**config.mk**
```make
export PLATFORM = sky130hd
export DESIGN_NAME = fifo_write_arbiter
export DESIGN_NICKNAME = d
export VERILOG_FILES = /design/src/rtl/fifo_write_arbiter.sv
export SDC_FILE = /design/constraint.sdc
export NUM_CORES = 1
export LEC_CHECK = 0
export CORE_MARGIN = 5
export CORE_UTILIZATION = 43
export DETAILED_ROUTE_END_ITERATION = 10
export PLACE_DENSITY = 0.84
export SLEW_MARGIN = 20
export SYNTH_ARGS = -nofsm -noshare
export SYNTH_HDL_FRONTEND = slang
export SYNTH_SLANG_ARGS = --single-unit
```
**constraint.sdc**
```tcl
create_clock -name clock -period 2.6 [get_ports clock]
set_input_delay 0.52 -clock clock [delete_from_list [all_inputs] [get_ports clock]]
set_output_delay 0.52 -clock clock [all_outputs]
set_load 0.01 [all_outputs]
```
**src/rtl/fifo_write_arbiter.sv**
```systemverilog
// Round-robin arbiter sharing one FIFO write port among four producers, with bounded bursts
// and back-to-back hand-over between owners.
module fifo_write_arbiter #(
  parameter int unsigned DATA_W    = 4,
  parameter int unsigned MAX_BURST = 4
) (
  input  logic                  clock,
  input  logic                  reset,
  input  logic [3:0]            req,
  input  logic [4*DATA_W-1:0]   req_data,
  input  logic                  fifo_full,
  output logic [3:0]            grant,
  output logic [3:0]            ready,
  output logic                  fifo_write_en,
  output logic [DATA_W-1:0]     fifo_data,
  output logic                  busy
);

  typedef enum logic [0:0] {StIdle, StOwn} state_e;

  state_e     state;
  logic [3:0] grant_q, grant_d;
  logic [1:0] rr_ptr_q, rr_ptr_d;
  logic [3:0] burst_cnt_q, burst_cnt_d;
  logic [3:0] burst_inc;
  logic [1:0] owner;
  logic       req_owner, xfer, rotate, burst_done;
  logic [1:0] scan_start, scan_idx;
  logic       pick_found;
  logic [3:0] pick_onehot;

  assign state = (grant_q == 4'b0) ? StIdle : StOwn;

  always_comb begin
    owner = 2'd0;
    for (int i = 0; i < 4; i++) begin
      if (grant_q[i]) owner = 2'(i);
    end
  end

  assign req_owner  = |(grant_q & req);
  assign xfer       = req_owner & ~fifo_full;
  assign burst_inc  = burst_cnt_q + 4'd1;
  assign burst_done = xfer && (burst_inc == 4'(MAX_BURST));
  assign rotate     = !req_owner || burst_done;

  // On release the scan starts just past the owner; a dropped owner request is already zero.
  assign scan_start = (state == StIdle) ? rr_ptr_q : owner + 2'd1;

  always_comb begin
    pick_found  = 1'b0;
    pick_onehot = 4'b0;
    scan_idx    = 2'd0;
    for (int i = 0; i < 4; i++) begin
      scan_idx = scan_start + 2'(i);
      if (!pick_found && req[scan_idx]) begin
        pick_found            = 1'b1;
        pick_onehot[scan_idx] = 1'b1;
      end
    end
  end

  always_comb begin
    grant_d     = grant_q;
    rr_ptr_d    = rr_ptr_q;
    burst_cnt_d = burst_cnt_q;
    unique case (state)
      StIdle: begin
        if (pick_found) begin
          grant_d     = pick_onehot;
          burst_cnt_d = 4'd0;
        end
      end
      StOwn: begin
        if (xfer) burst_cnt_d = burst_inc;
        if (rotate) begin
          rr_ptr_d    = owner + 2'd1;
          grant_d     = pick_onehot;
          burst_cnt_d = 4'd0;
        end
      end
      default: ;
    endcase
  end

  always_ff @(posedge clock) begin
    if (!reset) begin
      grant_q     <= 4'b0;
      rr_ptr_q    <= 2'd0;
      burst_cnt_q <= 4'd0;
    end else begin
      grant_q     <= grant_d;
      rr_ptr_q    <= rr_ptr_d;
      burst_cnt_q <= burst_cnt_d;
    end
  end

  assign grant         = grant_q;
  assign busy          = (state == StOwn);
  assign ready         = grant_q & req & {4{~fifo_full}};
  assign fifo_write_en = xfer;
  assign fifo_data     = (state == StOwn) ? req_data[owner*DATA_W +: DATA_W] : '0;

endmodule

```
==> results.md, run 1 <==
- Summing all multi-input logic gate instances after layout gives 1010 um^2.
- STA classifies the critical path startpoint as an input port.
- The net count of the finished layout is 250.
- The post-detailed-route count of antenna-violating nets is 0.
- Once layout is complete, the utilization of the core stands at 64.8%.
- The critical path ends at fifo_data[3].
- The flow ran to the end, and the final reports show no timing, DRC or antenna violations.
- The number of warnings printed during yosys synthesis is 0.
- The die extent in y is between 60 and 70 um.
- The terminus of the critical flop-to-flop path is grant[1].
- Timing would allow up to 0.400 GHz.
- After the flow finishes, the layout carries non-filler instances totaling 249.
- CTS built an H-tree with a depth of 1.
- The maximum resistive drop on vdd is about 0.00083 V.
- After floorplanning, the core was sized to cover 2780 um^2.
- In this run the cell area measured after placement is 1740 um^2.
- The pin count of the biggest net entering global routing is 20.
- For this block, the initial DRC count from the detailed router was 69.
- The number of buffers on the longest clock path is 2.
- The number of global-route vias before repair is between 1000 and 1500.
- The critical-path maximum fanout is 1.
- The count of pins over their slew limit came to 0.
- The path class of the tightest hold or removal check is register to register.
- In this run the mean area of a mapped cell was 7.33 um^2.
- sky130_fd_sc_hd__dfxtp_1 takes more of the synthesized area than any other cell.
- The synthesized design devotes to its leading area cell type between 15 and 20% of total area.
- The total power density per cell area is roughly 1300 nW/um^2.
- Summing the sequential cell areas from Yosys gives 15.9% of the chip area.
- The floorplan has 19 rows.
- In this run the tightest slew margin relative to its limit is around 44%.
- The startpoint of the worst register-to-register path is grant[1].
- The largest clock skew in the final design is about 0.0012 ns.
- Among all cell types in the netlist, the one instantiated most often is sky130_fd_sc_hd__nor2_1.
- At the pin with the least slew margin, the transition time is just over 0.8 ns.
- The CTS sink count is 10.
- Counting tap cells, the placed design contains a total of 246 instances.
- Of the cells placed in the final design, the portion with a size suffix greater than 1 is 16.5%.
- The area added between synthesis and finish is 43.0%.
- The number of antenna diodes in the final layout is 0.
- The first global-routing pass estimated 6180 um of wire.
- CTS placed an instance of sky130_fd_sc_hd__clkbuf_4 at the clock tree root.
- Setup violations remaining at the end of the flow were counted as 0.
- The number of port buffers is 36.
- The cell count after synthesis came out at 172.
- In the routed design, unresolved DRC markers number 0.
- The count of filler cells inserted in the layout is between 200 and 250.
- The final number of hold-violating endpoints is 0.
- The global placer's final weighted congestion is between 0.9 and 1.
- The post-synthesis cell area is approximately 1300 um^2.
- The worst path in the final design needs a cycle of 2.50 ns, including I/O delays and setup.
- For this run, the detailed router's first-pass iteration total came to 4.
- STA classifies the critical path endpoint as an output port.
- In the global route stage, overall resource usage came out at approximately 18%.
- The number of synthesized register bits is 10.
- The number of enable-type register cells in the synthesized netlist is 0.
- Counting every net in the synthesized netlist gives 202.
- The CTS clock-pin slew for the worst setup and hold paths is roughly 0.06 ns.
- The total congestion overflow after global routing is 0.
- STA puts the critical path data required time at 2.08 ns.
- For this configuration, the core starts out at a cell density of a little under half.
- The final route contains 1408 vias.
- TritonCTS created 3 clock buffers.
- The wire-length estimate of the detail-placed layout is 2980 um.
- The area of all sequential standard cells is 204 um^2.
- Summed over all cells, the static leakage comes to 0.718 nW.
- Dividing the detail-routed wire length by the instance count gives 15.2 um.
- The final non-filler cell area is roughly 1800 um^2.
- TritonCTS built the clock tree.
- Max-cap violations in this run came to 0.
- The detail-routed via count per cell is 5.65.
- Wires add up to 3780 um.
- The critical path arrival is ~2.0 ns.
- The die covers just over 4000 um^2.
- The die is 64.1 um wide.
- Measured in cells, the most critical reg-to-reg path has a length of 10.
- In the synthesized netlist the dominant register cell turns out to be sky130_fd_sc_hd__dfxtp_1.
- Clock latency on the worst-skew pair, taken at its later pin, is 0.26 ns.
- For this design the top-level I/O count stands at 37.
- Dividing the final minimum period by the clock period gives 96.1%.
- After synthesis, the cell types taking the most area are sky130_fd_sc_hd__dfxtp_1 16%, sky130_fd_sc_hd__ha_1 7.0%, sky130_fd_sc_hd__nor2_1 6.3%.
- The number of antenna violations at the first check in global routing is 0.
- Counting instances in the post-synthesis netlist gives the leading cell types as 21 x sky130_fd_sc_hd__nor2_1, 12 x sky130_fd_sc_hd__a21oi_1, 11 x sky130_fd_sc_hd__inv_1, 10 x sky130_fd_sc_hd__dfxtp_1, 9 x sky130_fd_sc_hd__nand2_1.
- The worst setup path is of the input port to output port kind.
- Buffers added to address setup during post-CTS repair amount to 0.
- The most critical setup path has its startpoint at req_data[7].
- The netlist uses 47 different library cells.
- Across all register-to-register paths, the minimum setup slack is 0.12 ns.
- The async set-reset flop share out of synthesis is 0%.
## final cells by class
class                   count  area share (%)
inverters                  12            2.50
repair buffers             52            26.9
multi-input cells         141            55.8
well taps                  31            2.15
flip-flops and latches     10            11.3
clock buffers               3            1.25
## stage by stage
step / setup WS (ns) / hold slack [ns] / setup TNS (ns) / power, mW
CTS: 0.0528 / 0.502 / 0 / 2.20
global placement: 0.0736 / 0.477 / 0 / 2.05
finish: 0.102 / 0.500 / 0 / 2.31
global route: -0.0536 / 0.530 / -0.0778 / 2.49
detailed placement: 0.00755 / 0.487 / 0 / 2.08
floorplan: 0.0123 / 0.462 / 0 / 1.47
## worst max-delay path: stages
cell and delay [ns]:
sky130_fd_sc_hd__clkdlybuf4s50_1 0.46, sky130_fd_sc_hd__mux2i_1 0.06, sky130_fd_sc_hd__nor2_1 0.09, sky130_fd_sc_hd__a21oi_1 0.05, sky130_fd_sc_hd__nor2_1 0.09, sky130_fd_sc_hd__a21oi_1 0.05, sky130_fd_sc_hd__nor2_1 0.10, sky130_fd_sc_hd__clkdlybuf4s50_1 0.55
## what timing repair did
item                                    CTS  global route
hold buffers                              0             0
endpoints found under the setup margin    4             9
gates resized for setup                   1             8
pin swaps                                 0             7
gates cloned                              0             0
## per-layer routing
metal / global-route usage [%] / up-vias / routed length, um
met1: 22.7 / 640 / 1630
met3: 3.33 / 4 / 148
li1: - / 730 / -
met4: 4.07 / 0 / 28
met2: 31.4 / 34 / 1970
met5: 0 / - / 0
## logic make-up after synthesis
| kind of cell | after synthesis | share of synthesized area (%) |
|---|---|---|
| buffers and inverters | 21 | 7.35 |
| AO/OA/AOI/OAI | 60 | 36.0 |
| adder cells (fa/ha/maj) | 7 | 6.95 |
| flip-flops | 10 | 15.9 |
| AND/OR/NAND/NOR | 69 | 29.7 |
| multiplexers | 5 | 4.07 |
## how the worst min path moves through the flow
stage               depth (start not counted)           start  slack, ns              to
floorplan                                   2  burst_cnt_q[1]       0.46  burst_cnt_q[1]
global placement                            2  burst_cnt_q[3]       0.48  burst_cnt_q[3]
detailed placement                          2  burst_cnt_q[3]       0.49  burst_cnt_q[3]
CTS                                         2  burst_cnt_q[3]       0.50  burst_cnt_q[3]
global route                                2  burst_cnt_q[1]       0.53  burst_cnt_q[1]
finish                                      2  burst_cnt_q[3]       0.50  burst_cnt_q[3]
## power by group
group	total [mW]	switching, mW	leakage (nW)	internal [mW]
Clock	0.106	0.0523	0.0138	0.0535
Combinational	1.95	1.04	0.621	0.904
Sequential	0.254	0.0470	0.0830	0.207
Total	2.31	1.14	0.718	1.16
## state kept, by name (all words and copies together) (netlist names)
signal / count
grant: 4
rr_ptr_q: 2
burst_cnt_q: 4
## cell usage in the layout (no fill, tap or decap), types with 7 or more instances in the layout
cell,count
sky130_fd_sc_hd__nand3_1,7
sky130_fd_sc_hd__a21oi_1,12
sky130_fd_sc_hd__o21ai_1,7
sky130_fd_sc_hd__nor2_1,21
sky130_fd_sc_hd__inv_1,11
sky130_fd_sc_hd__a31oi_1,7
sky130_fd_sc_hd__dfxtp_1,7
sky130_fd_sc_hd__buf_4,16
sky130_fd_sc_hd__clkdlybuf4s50_1,34
sky130_fd_sc_hd__nand2_1,9
(Power assumes the default switching activity.)
==> run 2, diff against run 1 <==
--- a/config.mk
+++ b/config.mk
@@ -7,2 +7,3 @@
 export LEC_CHECK = 0
+export ABC_AREA = 0
 export CORE_MARGIN = 5
--- a/constraint.sdc
+++ b/constraint.sdc
@@ -3,2 +3,2 @@
 set_output_delay 0.52 -clock clock [all_outputs]
-set_load 0.01 [all_outputs]
+set_load 0.005 [all_outputs]
==> results.md, run 2 (synthesis results as in run 1) <==
- The run finished with clean final reports.
- The master cell of the clock root buffer is sky130_fd_sc_hd__clkbuf_4.
- The count of pins over their slew limit is 0.
- After detailed routing, the total wire length is 3610 um.
- The area added between synthesis and finish is 41.1%.
- The overall track demand over capacity in global routing is 17.1%.
- The number of antenna violations at the first check in global routing is 0.
- Once placement completed, the tool counted placed cells totaling approximately 250.
- The final non-filler cell area is 1780 um^2.
- Measured against its own limit, the worst slew margin works out to 63.2%.
- Clock latency on the worst-skew pair, taken at its later pin, is 0.28 ns.
- Dividing total power by cell area gives a power density of 1230 nW/um^2.
- The global placer's final weighted congestion is 0.852.
- The largest individual stage delay along the critical path comes from the cell sky130_fd_sc_hd__clkdlybuf4s50_1.
- Buffers added to address setup during post-CTS repair amount to 0.
- The fraction of layout instances using a drive strength above 1 is 14.2%.
- The routed design could run at a clock period as short as 2.50 ns.
- The pre-antenna-repair detailed-routing pass consisted of 4 iterations.
- Adding up every negative setup slack in the final design gives 0 ns.
- Leaving out filler cells and counting taps, the final layout contains roughly 250.
- Walking the worst path, the cells encountered are clkdlybuf4s50_1 > nand2_1 > and4_1 > nor2_1 > clkdlybuf4s50_1.
- The type of element launching the critical path is an input port.
- Entering global routing, the biggest net connects 15 pins.
- The critical path is of the input port to output port type.
- In this run the deepest clock path goes through 2 buffers.
- The number of standard-cell rows in the floorplan is 19.
- The floorplan step defined a die boundary enclosing 4110 um^2.
- Data on the critical path arrives at its endpoint at 1.98 ns.
- The tool flagged a number of max-cap violations equal to 0.
- The required time at the endpoint of the critical path is 2.08 ns.
- The slew at the pin with the worst max-slew slack is 0.547 ns.
- For this design the top-level I/O count stands at 37.
- Derived from the worst setup path, the maximum achievable clock frequency is 0.400 GHz.
- The category of the worst setup path capture point is an output port.
- The top cell types in the final layout, fill and taps aside, are 35 x sky130_fd_sc_hd__clkdlybuf4s50_1, 21 x sky130_fd_sc_hd__nor2_1, 16 x sky130_fd_sc_hd__buf_4.
- Setup violations remaining at the end of the flow were counted as 0.
- For this design, the sink count on the clock tree is 10.
- The number of antenna diodes in the final layout is 0.
- CTS built an H-tree with a depth of 1.
- The global-route wire length before repair is between 5000 and 6000 um.
- The number of nets in the finished design is 250.
- The number of global-route vias before repair is about 1300.
- The number of CTS-inserted buffers is 3.
- The x dimension of the die is 64.1 um.
- On the worst path, the slowest cell contributes a delay of 0.58 ns.
- The final critical path takes up 96.1% of the cycle.
- After global routing the overflow that remains totals 0.
- In the routed design, unresolved DRC markers number 0.
- The final number of hold-violating endpoints is 0.
- The worst-case IR drop observed on VDD is roughly 0.00097 V.
- The CTS clock-pin slew for the worst setup and hold paths is 0.06 ns.
- In the routed layout, each cell is associated on average with a via count of 5.76.
- Measured along the y axis, the die boundary spans 64.1 um.
- TritonCTS built the clock tree.
- The most numerous cell type found on the critical path is sky130_fd_sc_hd__clkdlybuf4s50_1.
- The HPWL after detailed placement is around 2900 um.
- The final route contains 1435 vias.
- Setup repair after global routing left no endpoint under its margin.
- The tightest min-delay check is of the register to register type.
- Port buffering added 36 buffers.
- In this run the worst path has a maximum fanout of 6.
- Summing internal, switching and leakage power gives 2.19 mW.
- The placeable core region is roughly 2800 um^2.
- In this run the cell area measured after placement is 1730 um^2.
- After the first detailed-routing iteration, the DRC count stood at 56.
- The initial core utilization is 45.3%.
- The post-detailed-route count of antenna-violating nets is 0.
- Between clock sinks in the finished design, the worst skew comes to 0.00643 ns.
- Dividing the detail-routed wire length by the instance count gives 14.5 um.
- In this run the static leakage power is around 0.71 nW.
- Leaving out fill and tap cells, the most frequent cell in the layout is sky130_fd_sc_hd__clkdlybuf4s50_1.
run 2: critical path: cells and delay by family:
kind / cells / cell delay, ns
buf+inv: 2 / 1.09
simple gates: 3 / 0.37
run 2: worst paths after layout:
check	start	slack (ns)	end	depth (start not counted)
worst max-delay path	req[3]	0.10	fifo_write_en	5
worst max register to register	grant[0]	0.14	burst_cnt_q[2]	9
worst min register to register	burst_cnt_q[1]	0.49	burst_cnt_q[1]	2
worst min-delay path	burst_cnt_q[1]	0.49	burst_cnt_q[1]	2
run 2: what timing repair did:
item,CTS,global route
hold buffers,0,0
endpoints found under the setup margin,0,9
gates resized for setup,0,4
run 2: power by group:
group          internal, mW  total (mW)  switching (mW)
clock                0.0536       0.108          0.0542
combinational         0.872        1.83           0.956
sequential            0.203       0.250          0.0464
total                  1.13        2.19            1.06
run 2: through the flow:
stage	worst slack (ns)	hold slack (ns)	utilization (%)
final	0.100	0.490	63.9
after floorplan	0.0263	0.462	-
after CTS	0.0464	0.493	63.2
after global routing	0.0179	0.511	63.9
after global placement	0.139	0.476	62.3
after detailed placement	0.0552	0.481	62.3
run 2: area by class of cell:
| class | count | area, um^2 |
|---|---|---|
| inverters | 12 | 45.0 |
| flip-flops and latches | 10 | 200 |
| fillers | 243 | 1000 |
| well taps | 31 | 38.8 |
| repair buffers | 52 | 483 |
| clock buffers | 3 | 22.5 |
| multi-input cells | 141 | 988 |
run 2: routing by layer:
layer  share of wire (%)  track usage, %  routed length [um]
met1                  42            19.7                1510
met2                  51            30.7                1830
met3                 6.1            4.55                 221
met4                 1.2            4.83                  44
met5                   0               0                   0
